[src/rtl/gpu_pkg.sv]
// Shared definitions for the GPU command path: opcode values, command widths
// and the scheduler state encoding.
package gpu_pkg;

   localparam int CMD_W   = 29;
   localparam int PARAM_W = 25;
   localparam int OPC_W   = CMD_W - PARAM_W;

   typedef logic [OPC_W-1:0] opcode_t;

   localparam opcode_t OP_CLEAR     = 4'h0;
   localparam opcode_t OP_SET_XY1   = 4'h1;
   localparam opcode_t OP_SET_XY2   = 4'h2;
   localparam opcode_t OP_SET_RAD   = 4'h3;
   localparam opcode_t OP_DRAW_LINE = 4'h4;
   localparam opcode_t OP_NOP       = 4'hF;

   typedef enum logic [1:0] {
      IDLE,
      LOCKED,
      WAIT_DONE
   } sched_state_t;

   // Setup opcodes open or extend a draw sequence and therefore hold the lock.
   function automatic logic is_setup_op(input opcode_t op);
      return (op == OP_SET_XY1) || (op == OP_SET_XY2) || (op == OP_SET_RAD);
   endfunction

   // Anything above draw_line is unknown to the decoder and is swallowed here.
   function automatic logic is_issue_op(input opcode_t op);
      return op <= OP_DRAW_LINE;
   endfunction

endpackage

[src/rtl/gpu_cmd_scheduler_if.sv]
// Requester, renderer and decoder-side signals of the command scheduler.
// The scheduler takes the slave view; requesters and the decoder the master view.
interface gpu_cmd_scheduler_if;
   import gpu_pkg::*;

   logic                req0_valid_i;
   logic [CMD_W-1:0]    req0_cmd_i;
   logic                req0_ready_o;
   logic                req1_valid_i;
   logic [CMD_W-1:0]    req1_cmd_i;
   logic                req1_ready_o;
   logic                finished_i;
   logic [OPC_W-1:0]    opcode_o;
   logic [PARAM_W-1:0]  parameters_o;
   logic                busy_o;
   logic                owner_o;
   logic                timeout_o;

   modport master (
      output req0_valid_i, req0_cmd_i, req1_valid_i, req1_cmd_i, finished_i,
      input  req0_ready_o, req1_ready_o, opcode_o, parameters_o,
             busy_o, owner_o, timeout_o
   );

   modport slave (
      input  req0_valid_i, req0_cmd_i, req1_valid_i, req1_cmd_i, finished_i,
      output req0_ready_o, req1_ready_o, opcode_o, parameters_o,
             busy_o, owner_o, timeout_o
   );

endinterface

[src/rtl/gpu_rr_arbiter.sv]
// Two-way round-robin grant: a lone requester always wins, a tie goes to
// the requester named by rr_prio.
module gpu_rr_arbiter (
   input  logic [1:0] valid,
   input  logic       rr_prio,
   output logic [1:0] grant
);

   always_comb begin
      // NOTE: every output of a combinational block gets a default first, so no
      // path leaves it unassigned and no latch is inferred.
      grant = valid;
      if (&valid) begin
         grant = rr_prio ? 2'b10 : 2'b01;
      end
   end

endmodule

[src/rtl/gpu_cmd_scheduler.sv]
// Shares the gpu_decoder command port between two requesters, locking it to
// one requester for a whole draw sequence and waiting for the renderer after draws.
module gpu_cmd_scheduler
   import gpu_pkg::*;
#(
   parameter int LOCK_TIMEOUT = 1024,
   parameter int CNT_W        = $clog2(LOCK_TIMEOUT + 1)
) (
   input logic              clk,
   input logic              rst,
   gpu_cmd_scheduler_if.slave bus
);

   localparam logic [CNT_W-1:0] IDLE_LIMIT = CNT_W'(LOCK_TIMEOUT - 1);

   sched_state_t        state;
   logic                owner;
   logic                rr_prio;
   logic [CNT_W-1:0]    idle_cnt;
   logic [OPC_W-1:0]    opcode_q;
   logic [PARAM_W-1:0]  param_q;
   logic                timeout_q;

   logic [1:0]          valid;
   logic [1:0]          grant;
   logic [1:0]          ready;
   logic                accept;
   logic                acc_sel;
   logic [CMD_W-1:0]    acc_cmd;
   opcode_t             acc_op;
   logic [PARAM_W-1:0]  acc_par;

   assign valid = {bus.req1_valid_i, bus.req0_valid_i};

   gpu_rr_arbiter u_arb (
      .valid   (valid),
      .rr_prio (rr_prio),
      .grant   (grant)
   );

   // Ready never looks at the command itself, so requesters cannot form a loop.
   always_comb begin
      ready = '0;
      case (state)
         IDLE:    ready = grant;
         LOCKED:  ready[owner] = valid[owner];
         default: ready = '0;
      endcase
   end

   assign accept  = |(valid & ready);
   assign acc_sel = ready[1];
   assign acc_cmd = acc_sel ? bus.req1_cmd_i : bus.req0_cmd_i;
   assign acc_op  = acc_cmd[CMD_W-1:PARAM_W];
   assign acc_par = acc_cmd[PARAM_W-1:0];

   always_ff @(posedge clk) begin
      // NOTE: sequential state uses non-blocking assignments only, so every
      // register samples the pre-edge values regardless of statement order.
      if (rst) begin
         state     <= IDLE;
         owner     <= 1'b0;
         rr_prio   <= 1'b0;
         idle_cnt  <= '0;
         opcode_q  <= OP_NOP;
         param_q   <= '0;
         timeout_q <= 1'b0;
      end else begin
         // Default is NOP rather than clear: opcode 0 would wipe the decoder.
         opcode_q  <= OP_NOP;
         param_q   <= '0;
         timeout_q <= 1'b0;
         if (accept && is_issue_op(acc_op)) begin
            opcode_q <= acc_op;
            param_q  <= acc_par;
         end

         case (state)
            IDLE: begin
               if (accept) begin
                  if (is_setup_op(acc_op)) begin
                     state    <= LOCKED;
                     owner    <= acc_sel;
                     idle_cnt <= '0;
                  end else if (acc_op == OP_DRAW_LINE) begin
                     state <= WAIT_DONE;
                     owner <= acc_sel;
                  end
               end
            end

            LOCKED: begin
               // An owner accept on the expiry cycle takes precedence over the timeout.
               if (accept) begin
                  idle_cnt <= '0;
                  if (acc_op == OP_DRAW_LINE) begin
                     state <= WAIT_DONE;
                  end else if (acc_op == OP_CLEAR) begin
                     state   <= IDLE;
                     rr_prio <= ~owner;
                  end
               end else if (idle_cnt == IDLE_LIMIT) begin
                  state     <= IDLE;
                  rr_prio   <= ~owner;
                  timeout_q <= 1'b1;
                  idle_cnt  <= '0;
               end else begin
                  idle_cnt <= idle_cnt + 1'b1;
               end
            end

            WAIT_DONE: begin
               if (bus.finished_i) begin
                  state   <= IDLE;
                  rr_prio <= ~owner;
               end
            end

            default: state <= IDLE;
         endcase
      end
   end

   assign bus.req0_ready_o = ready[0];
   assign bus.req1_ready_o = ready[1];
   assign bus.opcode_o     = opcode_q;
   assign bus.parameters_o = param_q;
   assign bus.busy_o       = (state != IDLE);
   assign bus.owner_o      = owner;
   assign bus.timeout_o    = timeout_q;

endmodule

[src/flat_wrapper.sv]
// flat-port wrapper written by rule: the top's interface ports become plain ports
module gpu_cmd_scheduler_flat import gpu_pkg::*;
#(
   parameter int LOCK_TIMEOUT = 1024,
   parameter int CNT_W        = $clog2(LOCK_TIMEOUT + 1)
)
  (clk, rst, bus_req0_valid_i, bus_req0_cmd_i, bus_req1_valid_i, bus_req1_cmd_i, bus_finished_i, bus_req0_ready_o, bus_req1_ready_o, bus_opcode_o, bus_parameters_o, bus_busy_o, bus_owner_o, bus_timeout_o);
  gpu_cmd_scheduler_if bus_i ();
  input logic clk;
  input logic rst;
  input wire logic [$bits(bus_i.req0_valid_i)-1:0] bus_req0_valid_i;
  input wire logic [$bits(bus_i.req0_cmd_i)-1:0] bus_req0_cmd_i;
  input wire logic [$bits(bus_i.req1_valid_i)-1:0] bus_req1_valid_i;
  input wire logic [$bits(bus_i.req1_cmd_i)-1:0] bus_req1_cmd_i;
  input wire logic [$bits(bus_i.finished_i)-1:0] bus_finished_i;
  output wire logic [$bits(bus_i.req0_ready_o)-1:0] bus_req0_ready_o;
  output wire logic [$bits(bus_i.req1_ready_o)-1:0] bus_req1_ready_o;
  output wire logic [$bits(bus_i.opcode_o)-1:0] bus_opcode_o;
  output wire logic [$bits(bus_i.parameters_o)-1:0] bus_parameters_o;
  output wire logic [$bits(bus_i.busy_o)-1:0] bus_busy_o;
  output wire logic [$bits(bus_i.owner_o)-1:0] bus_owner_o;
  output wire logic [$bits(bus_i.timeout_o)-1:0] bus_timeout_o;
  assign bus_i.req0_valid_i = bus_req0_valid_i;
  assign bus_i.req0_cmd_i = bus_req0_cmd_i;
  assign bus_i.req1_valid_i = bus_req1_valid_i;
  assign bus_i.req1_cmd_i = bus_req1_cmd_i;
  assign bus_i.finished_i = bus_finished_i;
  assign bus_req0_ready_o = bus_i.req0_ready_o;
  assign bus_req1_ready_o = bus_i.req1_ready_o;
  assign bus_opcode_o = bus_i.opcode_o;
  assign bus_parameters_o = bus_i.parameters_o;
  assign bus_busy_o = bus_i.busy_o;
  assign bus_owner_o = bus_i.owner_o;
  assign bus_timeout_o = bus_i.timeout_o;
  gpu_cmd_scheduler #(.LOCK_TIMEOUT(LOCK_TIMEOUT), .CNT_W(CNT_W)) u_core (.clk(clk), .rst(rst), .bus(bus_i));
endmodule
[config.mk]
export PLATFORM = sky130hd
export DESIGN_NAME = gpu_cmd_scheduler_flat
export DESIGN_NICKNAME = d
export VERILOG_FILES = /design/src/rtl/gpu_pkg.sv /design/src/rtl/gpu_cmd_scheduler_if.sv /design/src/rtl/gpu_rr_arbiter.sv /design/src/rtl/gpu_cmd_scheduler.sv /design/src/flat_wrapper.sv
export SDC_FILE = /design/constraint.sdc
export NUM_CORES = 1
export LEC_CHECK = 0
export ABC_AREA = 1
export BUFFER_PORTS_ARGS = -buffer_cell sky130_fd_sc_hd__buf_2
export CAP_MARGIN = 20
export CORE_MARGIN = 2
export CORE_UTILIZATION = 42
export DETAILED_ROUTE_END_ITERATION = 7
export GPL_ROUTABILITY_DRIVEN = 0
export HOLD_SLACK_MARGIN = 0.06
export PLACE_DENSITY = 0.76
export SLEW_MARGIN = 20
export SYNTH_ARGS = -nofsm -noshare
export SYNTH_HDL_FRONTEND = slang
export SYNTH_SLANG_ARGS = --single-unit
[constraint.sdc]
create_clock -name clk -period 2 [get_ports clk]
set_clock_uncertainty 0.1 [all_clocks]
set_input_delay 0.4 -clock clk [delete_from_list [all_inputs] [get_ports clk]]
set_output_delay 0.4 -clock clk [all_outputs]
set_load 0.1 [all_outputs]
==> summary.md, run 1 <==
| Metric | Value |
|---|---|
| Outcome | complete, but fails checks |
| Violated checks | negative setup slack |
| Final Core Density | 0.669 |
| Worst vdd ir | approximately 0.00079 V |
| Top_reg_cell synth | dfxtp_1 |
| Number of different library cells in the post-synthesis netlist | 34 |
| Via Count | 2280 |
| Half-perimeter wire length after placement | ~4.1 mm |
| N_diodes | 0 |
| Endpoint arrival time on the critical path | around 2.1 ns |
| Maximum number of pins on one net before global-route repair | 27 |
| Depth of the CTS H-tree | 2 |
| Wire length after detailed routing | 5.71 mm |
| Post-layout net count | 486 |
| Fraction of power consumed by the clock network | 0.136 |
| Fin area | 3220 um2 |
| Number of clock sinks | 45 |
| Number of iterations in the first detailed-routing pass | 4 |
| Ranking of synthesized cells by area | dfxtp_1 (42%), nand2_1 (17%), a21oi_1 (7.5%), nor2_1 (4.4%), inv_1 (3.3%) |
| Clock Tree Buf Depth | 2 |
| Instance area at placement | 2880 um2 |
| Clock root buffer | clkbuf_8 |
| Power per unit of standard cell area | 1280 nW/um2 |
| Post-layout worst setup margin | -0.000963 ns |
| Max-slew violation count | 0 |
| Worst slew pin tran | ~0.5 ns |
| Count of synthesis-stage warnings from yosys | 0 |
| Synth Net Count | 360 |
| Int Pwr | 2.11 mW |
| Clk pin slew, worst setup/hold paths | 0.09 ns |
| Mean number of vias per cell | 4.68 |
| Top cells by instance count after synthesis | nand2_1 (99), dfxtp_1 (45), a21oi_1 (32) |
| Min-delay worst type | primary input to flip-flop |
| Switching component of the power | 2.03 mW |
| # DRC | 0 |
| Power consumption | 4.13 mW |
| Post-layout min period | approximately 2 ns |
| Flip-flop and latch count after synthesis | 45 |
| Cell count after placement | 468 |
| Number of top-level pins | 97 |
| Standard-cell rows | 25 |
| Die span in y | 75.2 um |
| Number of standard cells after synthesis | 293 |
| Switching share of total power | 0.491 |
| Required time reported for the critical path endpoint | ~2.1 ns |
| Global-route usage over all layers | 0.199 |
| Placeable core region | roughly 4800 um2 |
| Top fanout value on the critical path | 6 |
| Biggest area consumer among synthesized cells | dfxtp_1 |
| Initial Util | 0.442 |
| Logic pwr share | 0.610 |
| Tightest slew margin relative to the limit | 0.670 |
| Port Buf Inserts | 96 |
| Total congestion overflow after global routing | 0 |
| Share of cells above drive strength 1 | 0.464 |
| Min Hold Slack | 0.242 ns |
| Critical path type | flip-flop to flip-flop |
| Reported max-cap violation count | 0 |
| Die Footprint | ~5700 um2 |
| Syn Std Cell Area | 2130 um2 |
| RSZ-0062 raised after global routing | yes |
| Top cell type's share of synthesized area | 0.423 |
| Number of antenna violations at the first check in global routing | 0 |
| CTS tree | done |
| Aggregate negative setup slack | -0.000963 ns |
| Leak pwr | 1.52 nW |
| Cts bufs inserted | 5 |
| Critical Path Sink Type | flip-flop |
| Maximum frequency from static timing analysis | 0.500 GHz |
| Hold-fix buffer count after cts | 0 |
| Post-Place Setup Slack | -0.0437 ns |
| Die X-Extent | about 75 um |
| Most common cell in the synthesized netlist | nand2_1 |
| Via count of the first global-routing pass | about 2200 |
| DR iter-0 viols | 85 |
| Hold Vio Cnt, Final | 0 |
| Asr flop ratio synth | 0 |
| Share of the yosys chip area belonging to registers | 0.423 |
| Count of flip-flops with a built-in enable after synthesis | 0 |
| Sequential share of power | 0.255 |
| Post-route clock period utilization | 1.00 |
| Worst-Skew Late Latency | 0.29 ns |
| Routed length per placed instance | around 12 um |
| Endpoints failing setup | 1 |
| Worst setup SP type | flip-flop |
| Mean post-synth cell area | approximately 7.3 um2 |
| First-pass GRT wire length | 8.73 mm |
| Post-DRT Antenna Nets | 0 |
| Area added between synthesis and finish | 51.1% |
| Count of placed standard cells in the final layout, fillers left out | 487 |
## cell type report
class                      instances  area (um2)
clock buffer                       6        72.6
timing repair buffer             128         786
multi-input combinational        217        1250
inverter                          22         106
sequential                        45         910
tap                               67        83.8
fill                             405        1600
clock inverter                     2        13.8
## cells by family (layout without fill, tap and decap cells)
| kind of cell | after synthesis | in the layout | share of synthesized area |
|---|---|---|---|
| AOI/OAI and AO/OA | 41 | 41 | 0.109 |
| xor gates and xnor gates | 2 | 2 | 0.00822 |
| adders and majority gates | 4 | 4 | 0.0235 |
| buffers and inverters | 31 | 158 | 0.0652 |
| DFF | 45 | 45 | 0.423 |
| and+or+nand+nor | 170 | 170 | 0.372 |
## sequential cells by signal, summed over array words and instances (netlist names)
signal / flops
u_core.bus.opcode_o: 4
u_core.bus.timeout_o: 1
u_core.state: 2
u_core.bus.parameters_o: 25
u_core.bus.owner_o: 1
u_core.rr_prio: 1
u_core.idle_cnt: 11
## power by group through the flow
stage	Clock (mW)	Sequential, mW	Combinational (mW)
6_report	0.560	1.05	2.52
4_1_cts	0.572	1.05	2.29
3_5_place_dp	0	1.06	2.10
3_3_place_gp	0	1.06	2.08
5_1_grt	0.606	1.06	2.69
2_1_floorplan	0	1.57	1.04
## worst max-delay path, cell delays in order (launching register included)
cell and delay [ns]:
dfxtp_4 0.39, inv_4 0.04, ha_4 0.17, nand2_4 0.06, nand2_4 0.07, buf_6 0.14, nand3_2 0.06, nand2_2 0.07
nor2_4 0.16, nand2_2 0.08, nand2_1 0.09, nand2_1 0.08, nand2_2 0.12, nand3_4 0.10, nor2_2 0.12, nor2_1 0.05
## layout by cell type (no fill, tap or decap), types with 2 or more instances in the layout
| cell | n |
|---|---|
| nor2_2 | 2 |
| nand3_4 | 2 |
| nor2_1 | 21 |
| nand2_8 | 2 |
| xor2_1 | 2 |
| nor3_1 | 5 |
| a21oi_2 | 5 |
| ha_1 | 2 |
| nand2_2 | 17 |
| nor3_2 | 4 |
| or2_0 | 2 |
| clkbuf_8 | 5 |
| nand3b_1 | 3 |
| dfxtp_1 | 42 |
| buf_2 | 93 |
| nand3_1 | 10 |
| nand3_2 | 2 |
| inv_4 | 4 |
| buf_4 | 29 |
| nor2_4 | 5 |
| a21oi_1 | 29 |
| nand2_1 | 87 |
| buf_6 | 2 |
| inv_1 | 16 |
| nand2_4 | 4 |
| buf_12 | 4 |
| ha_4 | 2 |
| clkinvlp_4 | 2 |
| dfxtp_4 | 2 |
| o21ai_2 | 2 |
## layer usage
| layer | vias up | track usage | share of wire |
|---|---|---|---|
| met1 | 1021 | 0.225 | 0.40 |
| met2 | 68 | 0.362 | 0.52 |
| met4 | 0 | 0.0643 | 0.012 |
| met3 | 7 | 0.0522 | 0.065 |
| met5 | - | 0 | 0 |
| li1 | 1184 | - | - |
## timing repair
action,4_1_cts,5_1_grt
buffers inserted,7,4
setup endpoints to repair,12,29
resized for setup,17,28
pin swaps,14,21
## path summary, 6_finish.rpt
kind	startpoint	end	slack [ns]	cells past startpoint
worst max register to register	u_core.state[0]	u_core.state[1]	-0.001	15
worst max-delay path	u_core.state[0]	u_core.state[1]	-0.001	15
worst min register to register	u_core.idle_cnt[10]	u_core.idle_cnt[10]	0.37	2
worst min-delay path	bus_req0_cmd_i[10]	u_core.bus.parameters_o[10]	0.24	3
Power figures use the tool's default switching activity.
==> run 2, diff against run 1 <==
--- a/config.mk
+++ b/config.mk
@@ -9,11 +9,10 @@
 export BUFFER_PORTS_ARGS = -buffer_cell sky130_fd_sc_hd__buf_2
 export CAP_MARGIN = 20
 export CORE_MARGIN = 2
-export CORE_UTILIZATION = 42
+export CORE_UTILIZATION = 30
 export DETAILED_ROUTE_END_ITERATION = 7
 export GPL_ROUTABILITY_DRIVEN = 0
 export HOLD_SLACK_MARGIN = 0.06
-export PLACE_DENSITY = 0.76
 export SLEW_MARGIN = 20
 export SYNTH_ARGS = -nofsm -noshare
 export SYNTH_HDL_FRONTEND = slang
==> run 2 against run 1 <==
  * The flow now finishes without violations
  * Design area increased by 2.1%
  * Core utilization decreased by 19 points
  * Highest routed layer unchanged
  * Cell count increased by 6.0%
  * Setup slack improved by 0.026 ns
  * First-iteration DRC count increased by 14%
  * Worst hold slack got worse by 0.0052 ns
  * Sequential power about the same
  * Via count decreased by 1.4%
  * Clock-buffer cell count unchanged
  * Clock power increased by 36%
  * Maximum frequency increased by 1.3%
  * Largest power group unchanged
==> summary.md, run 2 (synthesis gave the netlist of run 1 again) <==
| Metric | Value |
|---|---|
| Outcome | finished, final reports clean |
| Routed length per placed instance | 11.5 um (-2.3%) |
| Via count of the first global-routing pass | 2026 (-6.3%) |
| Worst setup SP type | flip-flop |
| Share of cells above drive strength 1 | 0.452 (-0.0119) |
| Hold worst-path end | u_core.bus.parameters_o[21] |
| Switching share of total power | 0.466 (-0.0241) |
| Worst reg-to-reg path cell count | 13 (-2) |
| Depth of the CTS H-tree | 2 (unchanged) |
| Top fanout value on the critical path | 7 (+1) |
| Post-layout min period | 1.98 ns (-0.0258 ns) |
| Leak pwr | 1.56 nW (+3.0%) |
| Top library cells by usage in the layout, fill and taps aside | buf_2 (93), nand2_1 (91), dfxtp_1 (42), a21oi_1 (29), buf_4 (26) |
| Int Pwr | 2.24 mW (+6.4%) |
| Standard-cell rows | 30 (+20%) |
| Maximum single-stage delay on the critical path | 0.39 ns (about the same) |
| Worst slew pin tran | 0.506 ns (+0.00737 ns) |
| Max reg flops | 25 (unchanged) |
| Required time reported for the critical path endpoint | 2.08 ns (-0.02 ns) |
| Logic pwr share | 0.567 (-0.043) |
| Placeable core region | 6830 um2 (+42%) |
| Number of antenna violations at the first check in global routing | 0 (unchanged) |
| DR iter-0 viols | 97 (+14%) |
| Capture instance of the worst register-to-register path | u_core.idle_cnt[3] |
| RSZ-0062 raised after global routing | yes |
| Maximum number of pins on one net before global-route repair | 26 (-3.7%) |
| Power consumption | 4.20 mW (+1.6%) |
| Post-route clock period utilization | 0.988 (-0.0129) |
| Wire length after detailed routing | 5.91 mm (+3.5%) |
| Slack of the worst reg-to-reg path | 0.02 ns (+0.03 ns) |
| Initial Util | 0.312 (-0.130) |
| Storage cell area | 910 um2 (unchanged) |
| Sequential share of power | 0.252 (-0.003) |
| Cell Chain, Critical Path | inv_4 -> ha_4 -> nand2_4 -> nand2_4 -> buf_6 -> nand3_2 -> nand2_2 -> nor2_4 -> nand3_4 -> nand2_8 -> inv_8 -> o21ai_4 -> nor2_1 |
| Worst vdd ir | 0.000517 V (-35%) |
| Reg-to-reg startpoint | u_core.state[0] |
| Fraction of power consumed by the clock network | 0.181 (+0.045) |
| Worst-Skew Late Latency | 0.29 ns (about the same) |
| Clock root buffer | clkbuf_8 |
| Half-perimeter wire length after placement | 4.34 mm (+5.1%) |
| Number of iterations in the first detailed-routing pass | 4 (unchanged) |
| Post-DRT Antenna Nets | 0 (unchanged) |
| Fill count | 717 (+77%) |
| Area added between synthesis and finish | 54.4% |
| Switching component of the power | 1.96 mW (-3.4%) |
| Die Footprint | 7790 um2 (+38%) |
| Min Hold Slack | 0.237 ns (-0.00520 ns) |
| Post-layout net count | 486 (unchanged) |
| Cell with the largest stage delay on the worst path | dfxtp_4 |
| Number of clock sinks | 45 (unchanged) |
| Cts bufs inserted | 5 (unchanged) |
| Clk pin slew, worst setup/hold paths | 0.09 ns (about the same) |
| Number of top-level pins | 97 (unchanged) |
| Multi-input logic area | 1210 um2 (-2.8%) |
| Most common library cell in the layout ignoring fill and taps | buf_2 |
| First-pass GRT wire length | 9.10 mm (+4.3%) |
| Critical Path Sink Type | flip-flop |
| Power per unit of standard cell area | 1280 nW/um2 (-0.57%) |
| Hold Vio Cnt, Final | 0 (unchanged) |
| Die X-Extent | 88.3 um (+17%) |
| N_diodes | 0 (unchanged) |
| Critical path type | flip-flop to flip-flop |
| Min-Delay Startpoint | bus_req0_cmd_i[21] |
| Die span in y | 88.3 um (+17%) |
| Clock Tree Buf Depth | 2 (unchanged) |
| Hold path depth | 3 (unchanged) |
| Mean number of vias per cell | 4.36 (-6.9%) |
| Max-slew violation count | 0 (unchanged) |
| Aggregate negative setup slack | 0 ns (+0.000963 ns) |
| Endpoints failing setup | 0 (-1) |
| Tightest slew margin relative to the limit | 0.665 (-0.00488) |
| Count of placed standard cells in the final layout, fillers left out | 516 (+6.0%) |
| Total congestion overflow after global routing | 0 (unchanged) |
| Endpoint arrival time on the critical path | 2.06 ns (-0.04 ns) |
| Maximum frequency from static timing analysis | 0.506 GHz (+1.3%) |
| Reported max-cap violation count | 0 (unchanged) |
| CTS tree | done |
| Port Buf Inserts | 96 (unchanged) |
| Global-route usage over all layers | 0.147 (-0.0515) |
| Worst path top cell family by delay | simple AND/OR/NAND/NOR gates |
| # DRC | 0 (unchanged) |
| Via Count | 2248 (-1.4%) |
| Cell occurring most often along the worst timing path | nand2_4 |
| Hold-fix buffer count after cts | 0 (unchanged) |
| Buffers and inverters on the worst path | 3 (+1) |
| Cell count after placement | 498 (+6.4%) |
| Min-delay worst type | primary input to flip-flop |
[run 2: worst min-delay path, stage by stage]
cell and delay [ns]:
buf_2 0.09, nand2_1 0.05, a21oi_1 0.05
[run 2: cell type report]
cell class                 instances  share of cell area
multi-input combinational        217               0.369
sequential                        45               0.277
timing repair buffer             128               0.246
tap                               96              0.0365
inverter                          22              0.0323
clock buffer                       6              0.0285
clock inverter                     2              0.0107
[run 2: routing by layer]
layer / up-vias / routed length, um / GRT usage
li1: 1180 / - / -
met1: 994 / 2580 / 0.187
met2: 70 / 2880 / 0.241
met3: 4 / 401 / 0.0513
met4: 0 / 43 / 0.0331
met5: - / 0 / 0
[run 2: how the worst max path moves through the flow]
stage / cells past startpoint / to / startpoint
2_1_floorplan: 9 / u_core.idle_cnt[0] / u_core.state[1]
3_3_place_gp: 13 / u_core.idle_cnt[5] / u_core.state[1]
3_5_place_dp: 13 / u_core.idle_cnt[5] / u_core.state[1]
4_1_cts: 13 / u_core.idle_cnt[1] / u_core.state[1]
5_1_grt: 13 / u_core.idle_cnt[3] / u_core.state[1]
6_report: 13 / u_core.idle_cnt[3] / u_core.state[0]
[run 2: metrics by stage]
| stage | utilization | cell area, um2 | worst slack, ns |
|---|---|---|---|
| after detailed placement | 0.430 | 2940 | -0.0425 |
| after global placement | 0.430 | 2940 | 0.0248 |
| after CTS | 0.458 | 3130 | 0.00394 |
| final | 0.482 | 3290 | 0.0249 |
| after global routing | 0.482 | 3290 | -0.114 |
| after floorplan | - | 2170 | -0.0305 |
[run 2: power by group through the flow]
stage	combinational (mW)	sequential (mW)	clock, mW
after CTS	2.22	1.05	0.781
after detailed placement	2.13	1.07	0
after floorplan	1.04	1.57	0
final	2.38	1.06	0.762
after global routing	2.55	1.07	0.810
after global placement	2.11	1.06	0
[run 2: repair_timing]
item	CTS	global route
gates cloned	0	2
endpoints found under the setup margin	8	40
pin swaps	8	18
gates resized for setup	12	26
setup buffers	3	5
==> run 3, diff against run 2 <==
--- a/config.mk
+++ b/config.mk
@@ -8,11 +8,12 @@
 export ABC_AREA = 1
 export BUFFER_PORTS_ARGS = -buffer_cell sky130_fd_sc_hd__buf_2
 export CAP_MARGIN = 20
-export CORE_MARGIN = 2
+export CORE_MARGIN = 8
 export CORE_UTILIZATION = 30
 export DETAILED_ROUTE_END_ITERATION = 7
 export GPL_ROUTABILITY_DRIVEN = 0
 export HOLD_SLACK_MARGIN = 0.06
+export SETUP_SLACK_MARGIN = 0.5
 export SLEW_MARGIN = 20
 export SYNTH_ARGS = -nofsm -noshare
 export SYNTH_HDL_FRONTEND = slang
==> run 3 against run 2 <==
  * The run now ends with negative setup slack left
  * Largest cell class unchanged
  * Flip-flop and latch count stayed put
  * Clock power up 10%
  * Setup slack worse by 0.047 ns
  * Largest power group unchanged
  * Maximum frequency fell by 2.3%
==> summary.md, run 3 (synthesis gave the netlist of run 1 again) <==
| Metric | Value |
|---|---|
| Count of placed standard cells in the final layout, fillers left out | 523 (+1.4%) |
| Port Buf Inserts | 96 (unchanged) |
| Die span in y | 100 um (+14%) |
| Critical path type | flip-flop to output pin |
| DR iter-0 viols | 74 (-24%) |
| Post-route clock period utilization | 1.01 (+0.0236) |
| Violated checks | negative setup slack |
| Number of clock sinks | 45 (unchanged) |
| Top library cells by usage in the layout, fill and taps aside | nand2_1 (87), buf_2 (62), buf_4 (61), dfxtp_1 (41), nor2_1 (20) |
| Die Footprint | 10100 um2 (+29%) |
| RSZ-0062 raised after global routing | yes |
| Tightest slew margin relative to the limit | 0.627 (-0.0372) |
| Min-Delay Startpoint | bus_req0_cmd_i[9] |
| Cts bufs inserted | 5 (unchanged) |
| Wire length after detailed routing | 7.04 mm (+19%) |
| Worst setup SP type | flip-flop |
| Hold Vio Cnt, Final | 0 (unchanged) |
| Mean number of vias per cell | 4.45 (+2.1%) |
| Die X-Extent | 100 um (+14%) |
| Post-layout worst setup margin | -0.0223 ns (-0.0471 ns) |
| Slack of the worst reg-to-reg path | -0.01 ns (-0.03 ns) |
| Post-DRT Antenna Nets | 0 (unchanged) |
| Global-route usage over all layers | 0.133 (-0.0144) |
| Post-layout net count | 493 (+1.4%) |
| Max reg flops | 25 (unchanged) |
| Via Count | 2326 (+3.5%) |
| N_diodes | 0 (unchanged) |
| First-pass GRT wire length | 10.7 mm (+17%) |
| Post-layout min period | 2.02 ns (+0.0471 ns) |
| Hold worst-path end | u_core.bus.parameters_o[9] |
| Standard-cell rows | 30 (unchanged) |
| Instance area at placement | 2950 um2 (+0.43%) |
| Most common library cell in the layout ignoring fill and taps | nand2_1 |
| Share of cells above drive strength 1 | 0.527 (+0.0746) |
| Final Core Density | 0.527 (+0.0460) |
| Depth of the CTS H-tree | 2 (unchanged) |
| Initial Util | 0.312 (unchanged) |
| Half-perimeter wire length after placement | 4.82 mm (+11%) |
| Maximum number of pins on one net before global-route repair | 25 (-3.8%) |
| Number of top-level pins | 97 (unchanged) |
| Placeable core region | 6830 um2 (unchanged) |
| Min-delay worst type | primary input to flip-flop |
| Clock root buffer | clkbuf_8 |
| Worst vdd ir | 0.000843 V (+63%) |
| Power per unit of standard cell area | 1300 nW/um2 (+1.6%) |
| Area added between synthesis and finish | 69.1% |
| Critical Path Sink Type | output pin |
| Clock Tree Buf Depth | 2 (unchanged) |
| Via count of the first global-routing pass | 2244 (+11%) |
| Hold path depth | 3 (unchanged) |
| Total congestion overflow after global routing | 0 (unchanged) |
| Fin area | 3600 um2 (+9.5%) |
| Capture instance of the worst register-to-register path | u_core.idle_cnt[3] |
| Outcome | complete, but fails checks |
| # DRC | 0 (unchanged) |
| Worst reg-to-reg path cell count | 13 (unchanged) |
| Number of iterations in the first detailed-routing pass | 4 (unchanged) |
| Number of antenna violations at the first check in global routing | 0 (unchanged) |
| Endpoint arrival time on the critical path | 1.52 ns (-0.54 ns) |
| Reported max-cap violation count | 0 (unchanged) |
| CTS tree | done |
| Reg-to-reg startpoint | u_core.state[1] |
| Cell count after placement | 498 (unchanged) |
| Leak pwr | 1.60 nW (+2.3%) |
| Required time reported for the critical path endpoint | 1.50 ns (-0.58 ns) |
| Worst slew pin tran | 0.557 ns (+0.0502 ns) |
| Endpoints failing setup | 2 (+2) |
| Max-slew violation count | 0 (unchanged) |
| Maximum frequency from static timing analysis | 0.494 GHz (-2.3%) |
| Clk pin slew, worst setup/hold paths | 0.10 ns (about the same) |
| Top fanout value on the critical path | 3 (-4) |
| Routed length per placed instance | 13.5 um (+17%) |
| Worst-Skew Late Latency | 0.30 ns (about the same) |
[run 3: changes by cell type in the layout (fill, tap and decap cells not counted), sizes merged]
cell | before | now
buf | 127 | 131
clkbuf | 7 | 5
clkinvlp | 1 | 3
inv | 21 | 19
o21ai | 5 | 7
bufbuf | 0 | 1
bufinv | 1 | 2
nand2 | 110 | 111
[run 3: through the flow]
step	setup slack (ns)	hold slack (ns)	TNS [ns]	total power [mW]
2_1_floorplan	-0.0305	0.337	-0.151	2.68
3_3_place_gp	-0.0958	0.352	-1.59	3.24
3_5_place_dp	-0.169	0.353	-2.96	3.25
4_1_cts	-0.0154	0.224	-0.0416	4.48
5_1_grt	-0.106	0.218	-1.05	4.92
6_report	-0.0223	0.236	-0.0303	4.67
[run 3: layout make-up]
type / count / area, um2
Fill cell: 639 / 3230
Multi-Input combinational cell: 220 / 1390
Timing Repair Buffer: 132 / 926
Sequential cell: 45 / 911
Inverter: 22 / 121
Tap cell: 96 / 120
Clock buffer: 5 / 68.8
Clock inverter: 3 / 68.8
[run 3: per-layer routing]
layer  vias to the layer above  share of wire  track usage
met2                        85           0.47        0.229
met4                         0          0.012       0.0360
li1                       1200              -            -
met5                         -              0            0
met1                      1033           0.43        0.153
met3                         8          0.085       0.0436
[run 3: worst max-delay path by stage]
| stage | startpoint | cells past startpoint | end | slack [ns] |
|---|---|---|---|---|
| after global placement | u_core.state[1] | 11 | u_core.bus.opcode_o[1] | -0.1 |
| after CTS | u_core.state[0] | 8 | bus_req1_ready_o | -0.02 |
| after detailed placement | u_core.state[1] | 11 | u_core.bus.opcode_o[2] | -0.17 |
| final | u_core.state[1] | 8 | bus_req0_ready_o | -0.02 |
| after global routing | u_core.state[1] | 13 | u_core.idle_cnt[3] | -0.11 |
| after floorplan | u_core.state[1] | 9 | u_core.idle_cnt[0] | -0.03 |
[run 3: worst max-delay path, cell delays in order (launching register included)]
cell	delay, ns
dfxtp_2	0.34
inv_4	0.08
ha_4	0.16
inv_2	0.04
o21ai_1	0.11
nand2_1	0.12
buf_6	0.14
clkinvlp_4	0.06
buf_12	0.16
[run 3: repair_timing]
item / in CTS / in global routing
pin swaps: 15 / 17
gates cloned: 4 / 0
endpoints found under the setup margin: 79 / 48
buffers inserted: 7 / 6
hold buffers: 0 / 0
resized for setup: 66 / 39
[run 3: where the power goes]
group	switching [mW]	leakage [nW]	internal [mW]
registers	0.0534	0.367	1.01
logic	1.77	1.16	1.00
clock network	0.337	0.0687	0.503
